`src/rtl/pc_unit_pkg.sv`:
```
// Shared definitions for the program-counter unit: next-PC operation codes.
package pc_unit_pkg;

  typedef enum logic [2:0] {
    OP_INC    = 3'd0,
    OP_BRANCH = 3'd1,
    OP_JUMP   = 3'd2,
    OP_CALL   = 3'd3,
    OP_RET    = 3'd4
  } op_e;

endpackage

```
`src/rtl/pc_ras.sv`:
```
// Circular return-address stack. Pushing when full overwrites the oldest
// entry; popping when empty is ignored. Both set a sticky error flag.
module pc_ras #(
  parameter int unsigned WIDTH     = 16,
  parameter int unsigned RAS_DEPTH = 4
) (
  input  logic             clk,
  input  logic             rst,
  input  logic             push,
  input  logic             pop,
  input  logic [WIDTH-1:0] push_data,
  output logic [WIDTH-1:0] top,
  output logic             empty,
  output logic             full,
  output logic             error
);

  localparam int unsigned PW = $clog2(RAS_DEPTH);
  localparam int unsigned CW = PW + 1;

  logic [PW-1:0]    ptr_q, ptr_d;
  logic [CW-1:0]    count_q, count_d;
  logic             error_q, error_d;
  logic             wr_en;
  logic [WIDTH-1:0] mem_q [RAS_DEPTH];

  assign empty = (count_q == '0);
  assign full  = (count_q == CW'(RAS_DEPTH));
  assign error = error_q;
  // ptr_q is the next write slot; once full it also addresses the oldest entry.
  assign top   = mem_q[ptr_q - PW'(1)];

  always_comb begin
    ptr_d   = ptr_q;
    count_d = count_q;
    error_d = error_q;
    wr_en   = 1'b0;
    if (push) begin
      wr_en = 1'b1;
      ptr_d = ptr_q + PW'(1);
      if (full) error_d = 1'b1;
      else      count_d = count_q + CW'(1);
    end else if (pop) begin
      if (empty) begin
        error_d = 1'b1;
      end else begin
        ptr_d   = ptr_q - PW'(1);
        count_d = count_q - CW'(1);
      end
    end
  end

  always_ff @(posedge clk) begin
    if (rst) begin
      ptr_q   <= '0;
      count_q <= '0;
      error_q <= 1'b0;
    end else begin
      ptr_q   <= ptr_d;
      count_q <= count_d;
      error_q <= error_d;
    end
  end

  always_ff @(posedge clk) begin
    if (wr_en && !rst) mem_q[ptr_q] <= push_data;
  end

endmodule

```
`src/rtl/pc_unit.sv`:
```
// Program counter with next-PC selection (inc/branch/jump/call/ret) backed
// by a return-address stack.
module pc_unit
  import pc_unit_pkg::*;
#(
  parameter int unsigned WIDTH        = 16,
  parameter int unsigned STEP         = 2,
  parameter int unsigned RAS_DEPTH    = 4,
  parameter int unsigned RESET_VECTOR = 0
) (
  input  logic             CLK,
  input  logic             Reset,
  input  logic             Stall,
  input  logic [2:0]       Op,
  input  logic [WIDTH-1:0] Offset,
  input  logic [WIDTH-1:0] Target,
  output logic [WIDTH-1:0] DataOut,
  output logic [WIDTH-1:0] PCPlus,
  output logic             RasEmpty,
  output logic             RasFull,
  output logic             RasError
);

  logic [WIDTH-1:0] pc_q, pc_d;
  logic [WIDTH-1:0] ras_top;
  logic             ras_push, ras_pop;

  assign DataOut = pc_q;
  assign PCPlus  = pc_q + WIDTH'(STEP);

  always_comb begin
    pc_d     = PCPlus;
    ras_push = 1'b0;
    ras_pop  = 1'b0;
    if (Stall) begin
      pc_d = pc_q;
    end else begin
      case (Op)
        OP_BRANCH: pc_d = pc_q + Offset;
        OP_JUMP:   pc_d = Target;
        OP_CALL: begin
          ras_push = 1'b1;
          pc_d     = Target;
        end
        OP_RET: begin
          ras_pop = 1'b1;
          pc_d    = RasEmpty ? PCPlus : ras_top;
        end
        default:   pc_d = PCPlus;
      endcase
    end
  end

  always_ff @(posedge CLK) begin
    if (Reset) pc_q <= WIDTH'(RESET_VECTOR);
    else       pc_q <= pc_d;
  end

  pc_ras #(
    .WIDTH     (WIDTH),
    .RAS_DEPTH (RAS_DEPTH)
  ) u_ras (
    .clk       (CLK),
    .rst       (Reset),
    .push      (ras_push),
    .pop       (ras_pop),
    .push_data (PCPlus),
    .top       (ras_top),
    .empty     (RasEmpty),
    .full      (RasFull),
    .error     (RasError)
  );

endmodule

```
`config.mk`:
```
export PLATFORM = sky130hd
export DESIGN_NAME = pc_unit
export DESIGN_NICKNAME = d
export VERILOG_FILES = /design/src/rtl/pc_unit_pkg.sv /design/src/rtl/pc_ras.sv /design/src/rtl/pc_unit.sv
export SDC_FILE = /design/constraint.sdc
export NUM_CORES = 1
export LEC_CHECK = 0
export CORE_AREA = 8 8 104 106
export CTS_CLUSTER_DIAMETER = 120
export DETAILED_ROUTE_END_ITERATION = 10
export DIE_AREA = 0 0 112 114
export PLACE_DENSITY_LB_ADDON = 0.25
export SLEW_MARGIN = 20
export SYNTH_ARGS = -nofsm -noshare
export SYNTH_HDL_FRONTEND = slang
export SYNTH_HIERARCHICAL = 1
export SYNTH_SLANG_ARGS = --single-unit
```
`constraint.sdc`:
```
create_clock -name CLK -period 7.7 [get_ports CLK]
set_input_delay 1.155 -clock CLK [delete_from_list [all_inputs] [get_ports CLK]]
set_output_delay 1.155 -clock CLK [all_outputs]
set_load 0.05 [all_outputs]
```
# [Yosys cells after proc, flatten, opt, wreduce, memory -nomap -nowiden]
# Memory sizes are Yosys's and may differ from the RTL's.
# Cells that the tools add are included.
[classes] n_eq_ne=8 n_mux=20 reduce_logical=9 add_sub_neg=6
[ops] cell="$pmux 16 s3" n=1
[ops] cell="$add 16x16->16" n=1
[ops] cell="$add 16x2->16 const B" n=1
[ops] cell="$mux 16" n=1
[ops] cell="$mux 3" n=4
[ops] cell="$mux 1" n=11
[ops] cell="$eq 3x2->1 const B" n=2
[ops] cell="$eq 3x3->1 const B" n=2
[ops] cell="$mux 2" n=3
[ops] cell="$reduce_and 3->1" n=2
[ops] cell="$ne 2x2->1 const B" n=2
[ops] cell="$reduce_bool 2->1" n=2
[ops] cell="$add 3x1->3 const B" n=1
[ops] cell="$eq 3x1->1 const B" n=1
[ops] cell="$logic_not 3->1" n=1
[ops] cell="$sub 3x1->3 const B" n=1
[ops] cell="$add 2x1->2 const B" n=1
[ops] cell="$ne 2x1->1 const B" n=1
[ops] cell="$reduce_and 2->1" n=1
[ops] cell="$reduce_or 2->1" n=1
[ops] cell="$sub 2x1->2 const B" n=1
[ops] cell="$logic_and 1x1->1" n=1
[ops] cell="$logic_not 1->1" n=1
[word_totals] ff_bits=22 input_bits=38 mem_count=1 ram_bits=64
[memory_table] memory="u_ras.mem_q" words=4 word_bits=16 read_ports=1 rd_clocked_by_memory_dff=0 write_ports=1 line_no="pc_ras.sv:25" text="logic [WIDTH-1:0] mem_q [RAS_DEPTH];"

# [Depth between registers and ports, before layout]
# Gate-level depths: netlist of the first run.
[depth] ltp_word=7 mapped_depth=11

# [By module]
# The synthesis of the first run kept the hierarchy.
[by_module_without_submodules] module="pc_ras" n_inst=1 area_per_inst_um2=2747.6 cells_per_inst=137
[by_module_without_submodules] module="pc_unit" n_inst=1 area_per_inst_um2=2203.4 cells_per_inst=283

# [Worst setup path before layout of the first run]
# Ideal clock, no wire load.
[synth_path] path_type="reg2out" startpoint="reg pc_q[2] (netlist: DataOut[2])" endpoint="out PCPlus[15]" n_path_buf=1 t_required_ps=6545 stages_incl_launch_ff=7 t_arrival_ps=2457 path_slack_ps=4088 path_cell_list="dfxtp_1 ha_1 nand3_1 nor2_1 and3_1 buf_2 xor2_1"
[synth_between] elab_chain_cells=1
[synth_lines] element="start: declaration" line_no="pc_unit.sv:24" text="logic [WIDTH-1:0] pc_q, pc_d;"
[synth_lines] element="start signal: assignment" line_no="pc_unit.sv:55" text="if (Reset) pc_q <= WIDTH'(RESET_VECTOR);"
[synth_lines] element="start signal: assignment" line_no="pc_unit.sv:56" text="else pc_q <= pc_d;"
[synth_lines] element="$add 16x2->16" line_no="pc_unit.sv:29" text="assign PCPlus = pc_q + WIDTH'(STEP);"
[synth_lines] element="end: declaration" line_no="pc_unit.sv:18" text="output logic [WIDTH-1:0] PCPlus,"
# Every way passes these cells.

# [Final worst setup path of the first run]
[layout_path] startpoint="in Op[1]" endpoint="mem u_ras.mem_q[1][12], enable pin"
[layout_between] elab_chain_cells=7
[layout_lines] element="start: declaration" line_no="pc_unit.sv:14" text="input logic [2:0] Op,"
[layout_lines] element="$eq 3x2->1" line_no="pc_unit.sv:38" text="case (Op)"
[layout_lines] element="$mux 1" line_no="pc_unit.sv:38"
[layout_lines] element="$mux 1" line_no="pc_unit.sv:35" text="if (Stall) begin"
[layout_lines] element="net ras_push" line_no="pc_unit.sv:26" text="logic ras_push, ras_pop;"
[layout_lines] element="$mux 1" line_no="pc_ras.sv:38" text="if (push) begin"
[layout_lines] element="$logic_and 1x1->1" line_no="pc_ras.sv:66" text="if (wr_en && !rst) mem_q[ptr_q] <= push_data;"
[layout_lines] element="$mux 1" line_no="pc_ras.sv:66"
[layout_lines] element="$mux 1 (not written as such)" line_no="pc_ras.sv:66"
[layout_lines] element="end: declaration" line_no="pc_ras.sv:25"
# The timed path passes the listed nets, and every way through them passes these cells.

==> impl_metrics.yaml, run 1 <==
floorplanning:
  core_sq_um: 9110
  die_h_um: 114
  rows: 35
  initial_utilization: 0.544
  die_x_um: 112
  ios: 73
  dieArea_sq_um: 12800
synthesis:
  synth.distinct_cells: 66
  yosysTopAreaCell: "edfxtp_1"
  yosysMostFrequentCell: "edfxtp_1"
  synth-compound-area-share: 0.175
  synth_mux_area_frac: 0.0728
  synth.area.top_cells: "edfxtp_1 39%, dfxtp_1 8.9%, mux4_2 7.3%, ha_1 5.1%, a21oi_1 2.8%"
  synth-seq-cells: 86
  syn_area_per_cell_sq_um: 11.8
  yosys-top-cells-count: "64 x edfxtp_1, 28 x a21oi_1, 25 x nor2_1"
  syn_nets: 480
  netlist_area_sq_um: 4950
  synth_edf_count: 64
  ys_seq_area_frac: 0.477
  synth-simple-area-share: 0.134
  synthArstFlopShare: 0
  ys_warn_count: 6
  yosys.area_share.adder: 0.0586
  yosys.area.top_type_share: 0.388
  synthCells: 420
  synth_top_family_by_area: "compound AO/OA/AOI/OAI gates"
  ys.flop_type: "edfxtp_1"
  yosys.area_share.xor_xnor: 0.0407
worst_setup_path:
  slowest_delay_ps: 880
  crit_type: "in2reg"
  path_cells: "clkdlybuf4s50_1, nor2b_1, and3_1, inv_1, nor2_1, and2_1"
  crit_required_ps: 7680
  crit_slowest_cell: "nor2b_1"
  critPathLaunchType: "primary input"
  crit_arrival_ps: 4380
  crit_path_end_kind: "flip-flop"
  crit_path_max_fanout: 16
cts:
  cts.repair.resized: 0
  cts_tree: "done"
  cts.htree.levels: 3
  worstSkewPairLatency_ps: 360
  clk_path_buf_depth: 2
  hold_buffers: 0
  cts_buffers: 9
  clk_pin_slew_ps: 100
  cts_setup_buffers: 0
  clkSinkCount: 86
  clock-root-buffer: "clkbuf_8"
drt:
  vias_per_cell: 6.10
  totalWireLength_um: 11900
  drt-pass1-iter-count: 5
  drc: 0
  ant_nets: 0
  wl_per_cell_um: 19.7
  drt_iter0_markers: 231
  num_vias: 3674
sta:
  final_max_slew_viol_count: 0
  timing.final.crit_share: 0.572
  fin_skew_ps: 17.0
  final-setup-viol-count: 0
  rsz0062_at_grt: "false"
  timing.slew.headroom: 0.291
  min_period_ps: 4400
  fmax_mhz: 227
  fin_ws_ps: 3300
  finalSetupTns_ps: 0
  hold_viol_final: 0
  tightest_slew_ps: 1060
global_routing:
  grt-ovfl-total: 0
  grt_antenna_before_repair: 0
  grt_max_degree: 26
  gr-usage-met1: 0.241
  use_met3: 0.0507
  met2_usage: 0.313
  grt_pass1_wl_um: 19200
  grt_pass1_vias: 3767
  track_usage: 0.189
  grt-busiest-layer: "met2"
cells_and_area:
  post-route-util: 0.650
  fin_cells: 602
  diodes: 0
  fin_nets: 546
  drive_gt1_frac: 0.124
  area_growth_pct: 19.6
worst_hold_path:
  hold_class: "reg2reg"
pwr:
  p_leak_uw: 0.00205
  ir_worst_vdd_mv: 0.115
  power.total_uw: 1080
  power_density_nw_per_um2: 183
run:
  max_cap_violations: 0
placement:
  dp_cells: 586
  post-place-ws_ps: 2960
  portBuffers: 72
  routabilityCongestion: 0.852
  hpwl_um: 8710
outcome:
  status: "complete, no violations"
==> state kept, by name (all words and copies together) (netlist names) <==
register / cells
u_ras/count_q: 3
u_ras/error: 1
u_ras/mem_q: 64
u_ras/ptr_q: 2
DataOut: 16
==> report_power, final <==
| part | leakage (uW) | internal (uW) | switching, uW |
|---|---|---|---|
| registers | 0.000767 | 510 | 13.5 |
| clock network | 0.0000975 | 127 | 182 |
| logic | 0.00118 | 97.2 | 151 |
| total | 0.00205 | 734 | 347 |
==> through the flow <==
step | hold slack [ps] | cell area, sq um
6_report | 465 | 5920
5_1_grt | 497 | 5920
4_1_cts | 468 | 5920
3_5_place_dp | 450 | 5720
3_3_place_gp | 446 | 5720
2_1_floorplan | 499 | 4950
==> kinds of logic (layout without fill, tap and decap cells) <==
kind of cell	Yosys count	after routing
compound gates	116	116
simple gates	113	113
flops	86	86
buf+inv	44	115
fa+ha+maj	22	22
mux	16	16
xor+xnor	23	23
==> layout by cell type (no fill, tap or decap), types with 4 or more instances in the layout <==
master / Yosys / final
a221oi_2: 4 / 4
a21oi_2: 6 / 6
mux4_2: 16 / 16
nand2b_1: 6 / 6
dfxtp_1: 22 / 22
nand2_1: 14 / 14
and3_1: 4 / 4
nand3_1: 16 / 16
o31a_1: 4 / 4
clkbuf_8: 0 / 9
o21ai_0: 15 / 15
a21o_1: 5 / 5
xnor2_1: 14 / 14
buf_4: 3 / 4
o21a_1: 5 / 5
a221oi_1: 7 / 7
and2_1: 7 / 7
a21oi_1: 28 / 28
nand3b_1: 4 / 4
inv_1: 22 / 22
or3_1: 5 / 5
a221o_1: 10 / 10
a211oi_1: 5 / 5
ha_1: 20 / 20
a31oi_1: 4 / 4
clkdlybuf4s50_1: 0 / 72
xor2_1: 9 / 9
edfxtp_1: 64 / 64
nor2_1: 25 / 25
nor3_1: 9 / 9
==> worst paths after layout <==
path | from | to | slack [ps] | cells after the start
setup / recovery | Op[1] | u_ras/mem_q[1][12]$_DFFE_PP_ | 3300 | 6
hold / removal | u_ras/error$_SDFFE_PP0P_ | u_ras/error$_SDFFE_PP0P_ | 470 | 2
setup reg to reg | u_ras/ptr_q[0]$_SDFFE_PP0P_ | DataOut[13]$_SDFFE_PP0N_ | 4770 | 10
hold reg to reg | u_ras/error$_SDFFE_PP0P_ | u_ras/error$_SDFFE_PP0P_ | 470 | 2
==> critical path: cells and delay by family <==
| kind | cells | cell delay, ps |
|---|---|---|
| buf+inv | 2 | 830 |
| simple gates | 4 | 2380 |
==> metal layers <==
layer	wire, um	part of all wire
met1	5200	0.44
met3	850	0.072
met2	5680	0.48
met4	134	0.011
met5	0	0
==> final cells by class <==
cell class	instances	area, sq um
multi-input cells	290	2380
repair buffers	76	751
fillers	712	3190
clock buffers	9	124
clock inverters	7	77.6
inverters	23	86.3
flip-flops and latches	86	2360
well taps	111	139
Power figures use the tool's default switching activity.
==> inputs of run 2 (changes only) <==
--- a/config.mk
+++ b/config.mk
@@ -5,10 +5,10 @@
 export SDC_FILE = /design/constraint.sdc
 export NUM_CORES = 1
 export LEC_CHECK = 0
-export CORE_AREA = 8 8 104 106
+export CORE_AREA = 8 8 109 111
 export CTS_CLUSTER_DIAMETER = 120
 export DETAILED_ROUTE_END_ITERATION = 10
-export DIE_AREA = 0 0 112 114
+export DIE_AREA = 0 0 117 119
 export PLACE_DENSITY_LB_ADDON = 0.25
 export SLEW_MARGIN = 20
 export SYNTH_ARGS = -nofsm -noshare
==> constraint.sdc (replaced) <==
create_clock -name CLK -period 3.77 [get_ports CLK]
set_input_delay 0.5655 -clock CLK [delete_from_list [all_inputs] [get_ports CLK]]
set_output_delay 0.5655 -clock CLK [all_outputs]
set_load 0.05 [all_outputs]
==> run 2 against run 1 <==
- clock-buffer cell count unchanged
- largest cell class unchanged
- first-iteration DRC count increased by 70%
- worst setup slack worse by 3000 ps
==> impl_metrics.yaml, run 2 (synthesis gave the netlist of run 1 again) <==
cts:
  clk_path_buf_depth: 2
  cts_buffers: 9
  clk_pin_slew_ps: 90
  hold_buffers: 0
  cts.repair.resized: 0
  worstSkewPairLatency_ps: 340
  clock-root-buffer: "clkbuf_8"
  clkSinkCount: 86
  cts_setup_buffers: 0
  cts.htree.levels: 3
  cts_tree: "done"
cells_and_area:
  fin_cells: 635
  layout_commonest_cell: "clkdlybuf4s50_1"
  area_growth_pct: 20.9
  register_area_sq_um: 2360
  largest_reg_flops: 64
  diodes: 0
  drive_gt1_frac: 0.138
  top_register: "u_ras/mem_q"
  multi_input_comb_area_sq_um: 2380
  final_cell_mix: "72 x clkdlybuf4s50_1, 64 x edfxtp_1, 28 x a21oi_1, 25 x nor2_1"
  n_fill_cell: 856
  fin_nets: 555
worst_setup_path:
  cp.depth: 6
  crit_path_max_fanout: 6
  crit_family: "buffers and inverters"
  crit_arrival_ps: 2920
  crit_slowest_cell: "clkdlybuf4s50_1"
  critPathCapture: "PCPlus[15]"
  ff2ff_setup_slack_ps: 1170
  slowest_delay_ps: 880
  critPathLaunchType: "flip-flop"
  timing.rr.start: "u_ras/ptr_q[1]$_SDFFE_PP0P_"
  cp.buffers_inverters: 1
  crit_required_ps: 3200
  path_cells: "ha_1, nand3_1, nor2_1, and3_1, xor2_1, clkdlybuf4s50_1"
  crit_type: "reg2out"
  reg2regPathDepth: 9
  rr_endpoint: "DataOut[13]$_SDFFE_PP0N_"
  crit_path_end_kind: "output port"
  crit_start: "DataOut[2]$_SDFFE_PP0N_"
global_routing:
  grt_pass1_wl_um: 19600
  grt-ovfl-total: 0
  track_usage: 0.180
  grt_max_degree: 25
  grt_pass1_vias: 3735
  grt_antenna_before_repair: 0
floorplanning:
  initial_utilization: 0.491
  rows: 37
  ios: 73
  die_x_um: 117
  dieArea_sq_um: 13900
  core_sq_um: 10100
  die_h_um: 119
sta:
  final-setup-viol-count: 0
  fmax_mhz: 287
  finalSetupTns_ps: 0
  final_max_slew_viol_count: 0
  timing.final.crit_share: 0.925
  timing.slew.headroom: 0.345
  hold_viol_final: 0
  rsz0062_at_grt: "false"
  fin_skew_ps: 12.2
  tightest_slew_ps: 978
  min_period_ps: 3490
placement:
  routabilityCongestion: 0.858
  dp_cells: 620
  hpwl_um: 9260
  portBuffers: 72
drt:
  totalWireLength_um: 12400
  drc: 0
  drt-pass1-iter-count: 5
  num_vias: 3780
  drt_iter0_markers: 393
  vias_per_cell: 5.95
  wl_per_cell_um: 19.5
  ant_nets: 0
run:
  max_cap_violations: 0
pwr:
  p_int_uw: 1490
  comb_power_share: 0.239
  p_leak_uw: 0.00209
  seqPwrFrac: 0.496
  power_frac_clock: 0.265
  switching_share: 0.311
  ir_worst_vdd_mv: 0.223
  power_density_nw_per_um2: 360
  p_sw_uw: 671
outcome:
  status: "complete, no violations"
worst_hold_path:
  hold_class: "reg2reg"
-- run 2: cell types whose count changed in the layout (fill, tap and decap cells not counted), sizes merged --
cell      delta
clkinv       -1
buf          +9
inv          +1
clkinvlp     -1
-- run 2: tightest hold or removal path: stages (launching register included) --
cell     delay, ps
dfxtp_1        320
inv_1           60
a21oi_2         40
-- run 2: area by class of cell --
cell class	instances	share of cell area
clock buffers	9	0.0207
well taps	136	0.0284
multi-input cells	290	0.398
flip-flops and latches	86	0.395
repair buffers	85	0.137
clock inverters	6	0.00753
inverters	23	0.0144
-- run 2: power groups by stage --
stage | clock network [uW] | registers, uW | logic, uW
global placement | 0 | 1090 | 508
global route | 622 | 1070 | 553
finish | 571 | 1070 | 516
floorplan | 0 | 1130 | 298
detailed placement | 0 | 1090 | 514
CTS | 586 | 1070 | 517
-- run 2: metrics by stage --
step                setup slack, ps  area [sq um]  power (uW)  hold slack, ps   util
global placement                726          5820        1600             443  0.576
global route                    153          5990        2250             500  0.593
finish                          281          5990        2160             459  0.593
CTS                             300          5990        2170             461  0.593
floorplan                       748          4950        1430             499      -
detailed placement              644          5820        1600             442  0.576
-- run 2: routing by layer --
| metal | GRT usage | vias to the layer above | share of wire |
|---|---|---|---|
| li1 | - | 1769 | - |
| met1 | 0.240 | 1862 | 0.44 |
| met2 | 0.286 | 137 | 0.48 |
| met3 | 0.0480 | 12 | 0.075 |
| met4 | 0.0392 | 0 | 0.0095 |
| met5 | 0 | - | 0 |
-- run 2: worst min-delay path by stage --
stage | from | endpoint | slack (ps) | depth (start not counted)
after floorplan | u_ras/count_q[1]$_SDFFE_PP0P_ | u_ras/count_q[1]$_SDFFE_PP0P_ | 500 | 2
after global placement | u_ras/error$_SDFFE_PP0P_ | u_ras/error$_SDFFE_PP0P_ | 440 | 2
after detailed placement | u_ras/error$_SDFFE_PP0P_ | u_ras/error$_SDFFE_PP0P_ | 440 | 2
after CTS | u_ras/error$_SDFFE_PP0P_ | u_ras/error$_SDFFE_PP0P_ | 460 | 2
after global routing | u_ras/error$_SDFFE_PP0P_ | u_ras/error$_SDFFE_PP0P_ | 500 | 2
final | u_ras/error$_SDFFE_PP0P_ | u_ras/error$_SDFFE_PP0P_ | 460 | 2
